===== config.mk =====
export PLATFORM = sky130hd
export DESIGN_NAME = ps2_key_decoder
export DESIGN_NICKNAME = d
export VERILOG_FILES = /design/src/rtl/ps2_key_decoder.sv
export SDC_FILE = /design/constraint.sdc
export NUM_CORES = 1
export LEC_CHECK = 0
export ABC_AREA = 1
export BUFFER_PORTS_ARGS = -buffer_cell sky130_fd_sc_hd__buf_2
export CAP_MARGIN = 20
export CORE_ASPECT_RATIO = 1.25
export CORE_MARGIN = 2
export CORE_UTILIZATION = 40
export CTS_CLUSTER_SIZE = 14
export DETAILED_ROUTE_END_ITERATION = 6
export SYNTH_ARGS = -nofsm -noshare
export SYNTH_HDL_FRONTEND = slang
export SYNTH_SLANG_ARGS = --single-unit

===== constraint.sdc =====
create_clock -name clk -period 6.65 [get_ports clk]
set_clock_uncertainty 0.1 [all_clocks]
set_input_delay 1.33 -clock clk [delete_from_list [all_inputs] [get_ports clk]]
set_output_delay 1.33 -clock clk [all_outputs]
set_load 0.05 [all_outputs]

===== src/rtl/ps2_key_decoder.sv =====
// PS/2 scan-code set 2 decoder: turns E0/F0 prefix sequences into make/break
// events, filters typematic repeats of the held key, and queues events in a
// first-word-fall-through FIFO with a valid/ready consumer interface.
module ps2_key_decoder #(
    parameter int FIFO_DEPTH = 8,
    parameter int CNT_W      = 8
) (
    input  logic             clk,
    input  logic             resetn,
    input  logic             in_valid,
    input  logic [7:0]       in_data,
    output logic             out_valid,
    input  logic             out_ready,
    output logic [7:0]       out_code,
    output logic             out_ext,
    output logic             out_break,
    output logic             overflow,
    output logic             key_down,
    output logic [CNT_W-1:0] press_count
);

    localparam int AW    = (FIFO_DEPTH > 1) ? $clog2(FIFO_DEPTH) : 1;
    localparam int PTR_W = AW + 1;

    localparam logic [7:0] CODE_E0  = 8'hE0;
    localparam logic [7:0] CODE_F0  = 8'hF0;
    localparam logic [7:0] CODE_ERR0 = 8'h00;
    localparam logic [7:0] CODE_ERR1 = 8'hFF;

    typedef enum logic [1:0] {
        IDLE   = 2'd0,
        S_E0   = 2'd1,
        S_F0   = 2'd2,
        S_E0F0 = 2'd3
    } state_t;

    state_t             state_q, state_d;
    logic [7:0]         held_code_q, held_code_d;
    logic               held_ext_q, held_ext_d;
    logic               held_valid_q, held_valid_d;
    logic [CNT_W-1:0]   press_count_q, press_count_d;
    logic               overflow_q, overflow_d;
    logic [PTR_W-1:0]   wr_ptr_q, wr_ptr_d;
    logic [PTR_W-1:0]   rd_ptr_q, rd_ptr_d;

    // Event FIFO storage: {ext, brk, code}; read asynchronously for fall-through
    logic [9:0]         fifo_mem [FIFO_DEPTH];

    // Decoded event from the current byte (valid only in the byte's cycle)
    logic               ev_valid;
    logic               ev_ext;
    logic               ev_brk;
    logic [7:0]         ev_code;
    logic               held_match;
    logic               suppress;
    logic               ev_push_req;
    logic               fifo_empty;
    logic               fifo_full;
    logic               pop;
    logic               push;
    logic [9:0]         head;

    // Prefix state machine: decide next state and which event this byte yields
    always_comb begin
        state_d  = state_q;
        ev_valid = 1'b0;
        ev_ext   = 1'b0;
        ev_brk   = 1'b0;
        ev_code  = in_data;
        if (in_valid) begin
            case (state_q)
                IDLE: begin
                    if (in_data == CODE_E0) begin
                        state_d = S_E0;
                    end else if (in_data == CODE_F0) begin
                        state_d = S_F0;
                    end else if (in_data == CODE_ERR0 || in_data == CODE_ERR1) begin
                        state_d = IDLE;
                    end else begin
                        ev_valid = 1'b1;
                    end
                end
                S_E0: begin
                    if (in_data == CODE_F0) begin
                        state_d = S_E0F0;
                    end else if (in_data == CODE_E0) begin
                        state_d = S_E0;
                    end else begin
                        ev_valid = 1'b1;
                        ev_ext   = 1'b1;
                        state_d  = IDLE;
                    end
                end
                S_F0: begin
                    if (in_data == CODE_F0) begin
                        state_d = S_F0;
                    end else if (in_data == CODE_E0) begin
                        // A stray E0 after F0 restarts an extended sequence
                        state_d = S_E0;
                    end else begin
                        ev_valid = 1'b1;
                        ev_brk   = 1'b1;
                        state_d  = IDLE;
                    end
                end
                S_E0F0: begin
                    if (in_data == CODE_E0 || in_data == CODE_F0) begin
                        // Malformed sequence, nothing is emitted
                        state_d = IDLE;
                    end else begin
                        ev_valid = 1'b1;
                        ev_ext   = 1'b1;
                        ev_brk   = 1'b1;
                        state_d  = IDLE;
                    end
                end
                default: state_d = IDLE;
            endcase
        end
    end

    // Repeat filter and held-key tracking; press counter counts every unsuppressed make
    always_comb begin
        held_code_d   = held_code_q;
        held_ext_d    = held_ext_q;
        held_valid_d  = held_valid_q;
        press_count_d = press_count_q;
        held_match    = held_valid_q && (held_code_q == ev_code) && (held_ext_q == ev_ext);
        suppress      = ev_valid && !ev_brk && held_match;
        ev_push_req   = ev_valid && !suppress;
        if (ev_valid && !ev_brk && !suppress) begin
            held_code_d   = ev_code;
            held_ext_d    = ev_ext;
            held_valid_d  = 1'b1;
            press_count_d = press_count_q + {{(CNT_W-1){1'b0}}, 1'b1};
        end else if (ev_valid && ev_brk && held_match) begin
            held_valid_d = 1'b0;
        end
    end

    // FIFO pointer control; a pop in the same cycle frees room for a push into a full FIFO
    always_comb begin
        fifo_empty = (wr_ptr_q == rd_ptr_q);
        fifo_full  = (wr_ptr_q[AW] != rd_ptr_q[AW]) &&
                     (wr_ptr_q[AW-1:0] == rd_ptr_q[AW-1:0]);
        pop        = !fifo_empty && out_ready;
        push       = ev_push_req && (!fifo_full || pop);
        overflow_d = overflow_q || (ev_push_req && fifo_full && !pop);
        wr_ptr_d   = wr_ptr_q + {{AW{1'b0}}, push};
        rd_ptr_d   = rd_ptr_q + {{AW{1'b0}}, pop};
    end

    // Control and status registers
    always_ff @(posedge clk) begin
        if (!resetn) begin
            state_q       <= IDLE;
            held_code_q   <= 8'h00;
            held_ext_q    <= 1'b0;
            held_valid_q  <= 1'b0;
            press_count_q <= '0;
            overflow_q    <= 1'b0;
            wr_ptr_q      <= '0;
            rd_ptr_q      <= '0;
        end else begin
            state_q       <= state_d;
            held_code_q   <= held_code_d;
            held_ext_q    <= held_ext_d;
            held_valid_q  <= held_valid_d;
            press_count_q <= press_count_d;
            overflow_q    <= overflow_d;
            wr_ptr_q      <= wr_ptr_d;
            rd_ptr_q      <= rd_ptr_d;
        end
    end

    // FIFO storage write; contents need no reset since pointers gate visibility
    always_ff @(posedge clk) begin
        if (push) begin
            fifo_mem[wr_ptr_q[AW-1:0]] <= {ev_ext, ev_brk, ev_code};
        end
    end

    // Head of queue; fields forced to zero while empty so reset shows all-zero outputs
    always_comb begin
        head      = fifo_mem[rd_ptr_q[AW-1:0]];
        out_valid = !fifo_empty;
        out_code  = out_valid ? head[7:0] : 8'h00;
        out_break = out_valid ? head[8]   : 1'b0;
        out_ext   = out_valid ? head[9]   : 1'b0;
    end

    assign overflow    = overflow_q;
    assign key_down    = held_valid_q;
    assign press_count = press_count_q;

endmodule

Word-level counts from Yosys, hierarchy flattened --
Memories as Yosys holds them, arrays and structs flattened. A register that Yosys moved wholly into a read port is not among the register bits. Cells that the tools add are included.
Word-level totals: output and inout bits 21, memory bits (writable) 80, word-level logic and storage cells 78, bits in registers 29, memories kept 1, input bits 12
Memories:
- fifo_mem | words 8, bits a word 10, read ports 1, clocked after memory_dff 1, wr ports 1, line 47 | logic [9:0] fifo_mem [FIFO_DEPTH];
Operators by class: $add $sub $neg 3, muxes and demuxes 27, equal/unequal tests 12, reduce and logical (&&, ||, !) cells 27
Operator list (count):
- == test 8 bit (second input constant) | 3
- two-way mux 1 bit | 16
- logical AND 1 bit | 13
- two-way mux 2 bit | 5
- adder 4 x 1 -> 4 bit | 2
- adder 8 x 1 -> 8 bit (second input constant) | 1
- == test 8 bit | 1
- logical NOT 8 bit | 1
- two-way mux 8 bit | 1
- case mux 2 bit (4 select lines) | 1
- logical NOT 1 bit | 5
- == test 2 bit (second input constant) | 2
- == test 4 bit | 1
- logical OR 1 bit | 4
- inequality test 4 bit (second input constant) | 1
- case mux 1 bit (2 select lines) | 2
- == test 3 bit | 1
- two-way mux 3 bit | 1
- case mux 1 bit (3 select lines) | 1
- == test 2 x 1 -> 1 bit (second input constant) | 1
- logical NOT 2 bit | 1
- AND reduction 2 bit | 1
- nonzero test 2 bit | 1
- OR reduction 2 bit | 1
- other kinds (2) | 2

Logic depth before layout (Yosys ltp) --
Gate-level depths: netlist of run 1.
word-level depth 14, gate-level depth with buffers 14

Worst setup path before layout of run 1 --
OpenSTA, ideal clock, no wires.
path kind register to output, from register rd_ptr_q[0], to output port out_code[6], data required time 5.220 ns, data arrival time 2.426 ns, path slack 2.794 ns, stages on the path, launching flop included 10, path through dfxtp_1 > buf_2 > xor2_1 > a21oi_1 > nand2_1 > nor2_1 > inv_1 > clkbuf_1 > o21ai_0 > a31oi_1
Between the ends: longest elaborated chain between the ends 2
Ends and longest elaborated chain:
- start: declaration | line 44 | logic [PTR_W-1:0] rd_ptr_q, rd_ptr_d;
- start signal: assignment | line 172 | rd_ptr_q <= rd_ptr_d;
- == test 4 bit | line 143 | fifo_empty = (wr_ptr_q == rd_ptr_q);
- two-way mux 8 bit | line 187 | out_code = out_valid ? head[7:0] : 8'h00;
- end: declaration | line 14 | output logic [7:0] out_code,
No other way between the ends.

Final worst setup path of run 1 --
from register rd_ptr_q[1], to output port out_code[5]
The elaborated chain is that of the path after synthesis.

==> results of run 1 <==
## through the flow
step / cell area, um2 / total power, mW / std cells / utilization
after global placement: 5180 / 1.52 / 682 / 0.430
after global routing: 5530 / 2.16 / 701 / 0.459
final: 5530 / 2.05 / 701 / 0.459
after floorplan: 4910 / 1.36 / 506 / -
after detailed placement: 5210 / 1.53 / 684 / 0.432
after CTS: 5500 / 2.05 / 700 / 0.456
## worst register-to-register path: stages (launching register included)
cell     delay, ps
dfxtp_1        950
inv_1          670
nand2_1        200
a21oi_1        110
nand4_1        170
nand3_1        300
nor2_1         920
## area by class of cell
cell class / instances / area (um2)
Fill cell: 1161 / 6520
Sequential cell: 109 / 2980
Multi-Input combinational cell: 330 / 1650
Clock buffer: 11 / 233
Timing Repair Buffer: 36 / 218
Tap cell: 164 / 205
Inverter: 46 / 175
Clock inverter: 5 / 58.8
## cells in the mapped netlist (all sizes together) (2+ instances only)
library cell  number
nor2             114
edfxtp            80
nand2             60
o21ai             57
inv               44
nand3             30
dfxtp             29
clkbuf            16
a21oi             12
a31oi             10
ha                10
o22ai             10
xnor2              7
xor2               7
buf                5
nand4              5
nand3b             3
nor3               3
clkinv             2
## routing by layer
metal | track usage | vias to the layer above | part of all wire
met2 | 0.301 | 83 | 0.51
li1 | - | 1762 | -
met3 | 0.0360 | 21 | 0.043
met4 | 0.0851 | 0 | 0.030
met5 | 0 | - | 0
met1 | 0.215 | 1664 | 0.42
## cells by family after synthesis
family	count (synthesis)
simple gates	216
flops	109
compound gates	90
buf+inv	67
xor+xnor	14
fa+ha+maj	10
## where the power goes
| part | internal, mW | switching [mW] |
|---|---|---|
| Clock | 0.293 | 0.232 |
| Combinational | 0.184 | 0.529 |
| Sequential | 0.784 | 0.0319 |
## worst max path at each step
stage	startpoint	endpoint	cells past startpoint
finish	rd_ptr_q[1]	out_code[5]	9
CTS	rd_ptr_q[1]	out_code[5]	9
detailed placement	rd_ptr_q[1]	out_code[5]	9
floorplan	rd_ptr_q[0]	out_code[6]	9
global route	rd_ptr_q[1]	out_code[5]	9
global placement	rd_ptr_q[1]	out_code[5]	9
## sequential cells by signal (all words and copies together), names as in the netlist
signal,flops
fifo_mem,80
held_code_q,8
held_ext_q,1
key_down,1
overflow,1
press_count,8
rd_ptr_q,4
state_q,2
wr_ptr_q,4
==> metrics, run 1 <==
status finished, final reports clean; Worst Setup Slack post-DPL just over 2000 ps; post-synthesis sequential area ratio 0.608; FF-to-FF End fifo_mem[2][1]; Post-CTS Hold Fix Bufs 0; CTS buffer count 9; worst hold path class flop to flop; share of cells above drive strength 1 0.110; mux contribution to synthesized area 0; Placer Congestion 0.833; vias per inst 5.04; Post-Syn Area per Cell approximately 9.7 um2; R2R setup slack roughly 2900 ps; slowest stage cell on the critical path dfxtp_1; TritonCTS clock tree built; Max-Cap Viols 0; startpoint types flop; Tightest Pin Transition between 1000 and 1500 ps; Mapped Area approximately 4900 um2; main combinational cell family by area after synthesis simple AND/OR/NAND/NOR gates; Worst Path Max Fanout 24; Final Max Tran Viols 0; DIE WIDTH 103 um; Post-Synth Simple-Gate Area 0.187; Die Ht 128 um; worst setup margin between 1500 and 2000 ps; largest net degree at the start of global routing 44; CTS max path bufs 2; maximum clock frequency 202 MHz; Pre-antenna DRT Iters 4; Cell Pwr Density 372 nW/um2; r2r worst-path depth 6; cell taking the most area after synthesis edfxtp_1; worst-skew pair later-pin latency between 300 and 400 ps; Critical Path, Cell by Cell inv_1, nand2_1, a21oi_1, nand2_1, nor2_1, inv_1, o21ai_1, a31oi_1, buf_2; CTS root buffer clkbuf_16; Setup Fix Bufs, Post-CTS 0; library cells used by synthesis 31; Initial Util 0.407; crit-path max cell delay approximately 950 ps; most frequent cells in the layout nor2_1, edfxtp_1, nand2_1; I/O pins 33; first-pass GRT wire length about 18000 um; Worst Path Required roughly 5200 ps; total track usage 0.178; crit path DAT about 3500 ps; Final Hold Viols 0; async set or reset register ratio after synthesis 0; Buf/Inv on CP 3; Worst Hold Launch overflow; synth-to-layout area growth 12.6%; DRC violations left 0; Worst Hold Path Cells 2; drt wl/cell approximately 16 um; vias in the first global route between 3000 and 4000; most common cell after layout, fill and taps aside nor2_1; Mapped Cells a little over 500; clock slew at reported path FFs approximately 60 ps; final layout net count 554; via count 3530; Ys Warns 0; main flop type after synthesis edfxtp_1; RSZ-0062 raised after global routing false; core box area roughly 12000 um2; flops & latches, synth between 100 and 150; initial antenna violation count 0; Period minus WS final slightly below 5000 ps; Compound-Gate Fraction of Synth Area 0.0997; Post-CTS Resized 0; DRT antenna net count 0; Antenna diodes 0; Area contributors post-synth edfxtp_1, dfxtp_1, nor2_1; WL final around 11000 um; RR Startpoint rd_ptr_q[1]; Adder-Cell Fraction of Synth Area 0.0255; XOR/XNOR share of the synthesized area 0.0250; area share of the leading cell type in the synthesized netlist 0.489; num rows 45; Slew Limit Headroom 0.266; Crit Path Class flop to output pin; peak supply drop about 170 uV; Remaining Overflow, GRT 0; Iter 0 DRT Violations 250; WHS 349 ps; crit end category output pin; Leak 2.14 nW; post-route clock period utilization 0.745; die area roughly 13000 um2; final setup fails 0; Clock Sinks around 110; Fin Setup TNS 0 ps; DP HPWL 7300 um; Post-synth EDFFs 80; Syn Nets 528; IO Port Bufs 32; hold endpoint overflow; Top Family by Delay on Critical Path buffers and inverters; Max H-tree Level 3
Note: power is estimated with default switching activity, not from simulation.
==> run 2, diff against run 1 <==
==> constraint.sdc (replaced) <==
create_clock -name clk -period 4.2 [get_ports clk]
set_clock_uncertainty 0.1 [all_clocks]
set_input_delay 0.84 -clock clk [delete_from_list [all_inputs] [get_ports clk]]
set_output_delay 0.84 -clock clk [all_outputs]
set_load 0.05 [all_outputs]
==> metrics, run 2 (synthesis results as in run 1) <==
CTS buffer count 9; Critical Path, Cell by Cell inv_1, nand2_1, a21oi_1, nand2_1, nor2_1, inv_1, o21ai_1, a31oi_1, buf_2; WHS roughly 350 ps; peak supply drop between 200 and 250 uV; # placed instances 693; Finished Core Util 0.461; Max H-tree Level 3; Crit Path Class flop to output pin; total track usage 0.185; crit path DAT between 2000 and 3000 ps; Logic pwr share 0.350; RSZ-0062 raised after global routing false; Remaining Overflow, GRT 0; vias in the first global route between 3000 and 4000; final setup fails 0; final cell count without fillers 709; share of cells above drive strength 1 0.123; Worst Path Max Fanout 11; Initial Util 0.407; final layout net count 562; Slew Limit Headroom 0.309; Top Family by Delay on Critical Path buffers and inverters; vias per inst roughly 5; most frequent cells in the layout nor2_1, edfxtp_1, nand2_1; r2r worst-path depth 9; via count 3630; Buf/Inv on CP 3; number of cells on the critical path 9; crit-path max cell delay between 600 and 700 ps; maximum clock frequency approximately 280 MHz; Setup Fix Bufs, Post-CTS 0; Post-CTS Hold Fix Bufs 0; Worst Setup Slack post-DPL approximately 640 ps; Pre-antenna DRT Iters 5; status finished, final reports clean; Post-CTS Resized 0; first-pass GRT wire length about 18000 um; Tightest Pin Transition between 1000 and 1500 ps; DRT antenna net count 0; Cell Pwr Density roughly 600 nW/um2; Fin Setup TNS 0 ps; Worst Path Required 3260 ps; WL final approximately 11000 um; Die Ht between 100 and 150 um; num rows 45; Multi-input gate area 1650 um2; drt wl/cell ~16 um; Max-Cap Viols 0; Antenna diodes 0; core box area between 10000 and 15000 um2; TritonCTS clock tree built; max reg flops 80; IO Port Bufs 32; Placer Congestion roughly 0.83; largest net degree at the start of global routing 35; Period minus WS final between 3000 and 4000 ps; Internal Pwr Total 1.99 mW; most common cell after layout, fill and taps aside nor2_1; Clock Sinks between 100 and 150; Iter 0 DRT Violations between 200 and 250; I/O pins 33; worst-skew pair later-pin latency between 300 and 400 ps; Net Switching between 1 and 1.5 mW; Leak between 2 and 2.5 nW; DIE WIDTH between 100 and 150 um; DRC violations left 0; DP HPWL approximately 7600 um; switch share 0.389; power share of the clock group 0.255; CTS max path bufs 2; slowest stage cell on the critical path dfxtp_1; startpoint types flop; Final Hold Viols 0; worst setup margin about 700 ps; Reg area 2980 um2; post-route clock period utilization 0.837; synth-to-layout area growth 13.3%; final instance area around 5600 um2; overall power approximately 3.3 mW; worst hold path class flop to flop; Fill cells 1194; Placed Area 5270 um2; crit end category output pin; clock slew at reported path FFs 70 ps; die area 13200 um2; Worst Hold Path Cells 2; CTS root buffer clkbuf_16; Reg power frac 0.395; Final Max Tran Viols 0; initial antenna violation count 0
-- run 2: final timing paths --
check,start,endpoint,slack [ps]
hold / removal,overflow,overflow,350
setup reg to reg,state_q[1],fifo_mem[5][5],1390
hold reg to reg,overflow,overflow,350
setup / recovery,rd_ptr_q[1],out_code[0],690
-- run 2: worst register-to-register path: cells and delay by family, from the launching register on --
family / cells / cell delay [ps]
fa+ha+maj: 1 / 200
buf+inv: 2 / 200
flops: 1 / 360
simple gates: 6 / 1570
-- run 2: routing by layer --
metal,GRT usage,wire length (um)
met1,0.243,4830
met2,0.304,5660
met3,0.0311,546
met4,0.0712,282
met5,0,0
-- run 2: power by group through the flow --
stage | combinational, mW | clock, mW | sequential, mW
6_report | 1.14 | 0.832 | 1.29
5_1_grt | 1.26 | 0.892 | 1.30
4_1_cts | 1.15 | 0.852 | 1.29
3_5_place_dp | 1.15 | 0 | 1.31
3_3_place_gp | 1.14 | 0 | 1.31
2_1_floorplan | 0.828 | 0 | 1.32
-- run 2: cell type report --
class                      instances  share of cell area
clock buffer                      10              0.0412
inverter                          46              0.0315
sequential                       109               0.536
multi-input combinational        330               0.297
clock inverter                     6              0.0115
tap                              164              0.0369
timing repair buffer              44              0.0450
==> run 3, diff against run 2 <==
==> constraint.sdc (replaced) <==
create_clock -name clk -period 3.1 [get_ports clk]
set_clock_uncertainty 0.1 [all_clocks]
set_input_delay 0.62 -clock clk [delete_from_list [all_inputs] [get_ports clk]]
set_output_delay 0.62 -clock clk [all_outputs]
set_load 0.05 [all_outputs]
==> metrics, run 3 (synthesis results as in run 1) <==
I/O pins 33; Worst Path Max Fanout 11; crit end category output pin; clock slew at reported path FFs ~70 ps; num rows 45; # placed instances ~700; DIE WIDTH between 100 and 150 um; share of cells above drive strength 1 0.130; Reg area slightly below 3000 um2; DP HPWL roughly 7000 um; Remaining Overflow, GRT 0; Slew Limit Headroom 0.517; crit-path max cell delay around 470 ps; worst-skew pair later-pin latency around 340 ps; CTS root buffer clkbuf_16; Cell Pwr Density 785 nW/um2; first-pass GRT wire length approximately 17000 um; core box area 12000 um2; Critical Path, Cell by Cell xor2_1, a21oi_1, nand2_1, nor2_1, inv_2, o21ai_1, a31oi_1, buf_2; vias in the first global route around 3400; Final Max Tran Viols 0; status finished, final reports clean; max reg flops 80; Top Family by Delay on Critical Path buffers and inverters; TritonCTS clock tree built; post-route clock period utilization 0.917; Max-Cap Viols 0; Initial Util 0.407; initial antenna violation count 0; drt wl/cell ~15 um; Buf/Inv on CP 2; Fill cells between 1000 and 1500; synth-to-layout area growth 13.8%; Fin Setup TNS 0 ps; CTS max path bufs 2; maximum clock frequency 352 MHz; most frequent cells in the layout nor2_1, edfxtp_1, nand2_1; peak supply drop approximately 380 uV; DRC violations left 0; worst hold path class flop to flop; final layout net count 564; slowest stage cell on the critical path dfxtp_1; Clock Sinks 109; Placer Congestion between 0.7 and 0.8; final setup fails 0; Max H-tree Level 3; Setup Fix Bufs, Post-CTS 0; RSZ-0062 raised after global routing false; Worst Path Required between 2000 and 2500 ps; total track usage 0.173; final cell count without fillers ~710; Multi-input gate area 1660 um2; Crit Path Class flop to output pin; IO Port Bufs 32; overall power 4.39 mW; Antenna diodes 0; largest net degree at the start of global routing 41; Iter 0 DRT Violations 166; Die Ht between 100 and 150 um; Pre-antenna DRT Iters 4; die area 13200 um2; Tightest Pin Transition ~720 ps; crit path DAT 2120 ps; vias per inst between 4 and 5; CTS buffer count 9; via count 3507; WL final between 10000 and 15000 um; startpoint types flop; Final Hold Viols 0; most common cell after layout, fill and taps aside nor2_1; DRT antenna net count 0; Leak ~2.2 nW; Period minus WS final about 2800 ps
-- run 3: changes by cell type in the layout (fill, tap and decap cells not counted), sizes merged --
cell,before,now
buf,44,46
clkbuf,10,9
clkinv,6,5
clkinvlp,1,3
-- run 3: final timing paths --
| check | from | end | slack (ps) | cells after the start |
|---|---|---|---|---|
| setup / recovery | wr_ptr_q[0] | out_code[0] | 260 | 8 |
| hold / removal | overflow | overflow | 370 | 2 |
| setup reg to reg | state_q[0] | fifo_mem[1][4] | 900 | 12 |
| hold reg to reg | overflow | overflow | 370 | 2 |
-- run 3: metal layers --
metal | global-route usage | routed length, um | part of all wire
met5 | 0 | 0 | 0
met4 | 0.0751 | 248 | 0.023
met3 | 0.0218 | 467 | 0.043
met2 | 0.286 | 5290 | 0.49
met1 | 0.227 | 4760 | 0.44
-- run 3: repair_timing --
action,in CTS,in global routing
gates resized for setup,0,2
setup endpoints to repair,0,2
endpoints found under the hold margin,0,0
hold buffers,0,0
-- run 3: report_power, final --
group	internal [mW]	leakage [nW]	switching, mW	total, mW
combinational	0.402	1.08	1.13	1.53
sequential	1.68	0.961	0.0625	1.74
clock	0.620	0.133	0.495	1.11
total	2.70	2.17	1.68	4.39
-- run 3: through the flow --
stage	utilization	hold slack, ps	area [um2]	setup slack, ps
after detailed placement	0.439	361	5290	398
after floorplan	-	351	4910	9.32
after CTS	0.463	373	5580	75.2
after global placement	0.439	357	5290	452
final	0.463	367	5580	258
after global routing	0.463	415	5580	84.3
-- run 3: cell type report --
| cell class | instances | area share |
|---|---|---|
| sequential | 109 | 0.534 |
| timing repair buffer | 46 | 0.0482 |
| clock inverter | 7 | 0.0119 |
| multi-input combinational | 330 | 0.297 |
| clock buffer | 9 | 0.0403 |
| tap | 164 | 0.0367 |
| inverter | 46 | 0.0314 |
-- run 3: worst register-to-register path, delay by kind of cell, from the launching register on --
kind,cells,cell delay [ps]
DFF,1,390
buffers and inverters,5,650
adders and majority gates,1,290
and+or+nand+nor,6,470
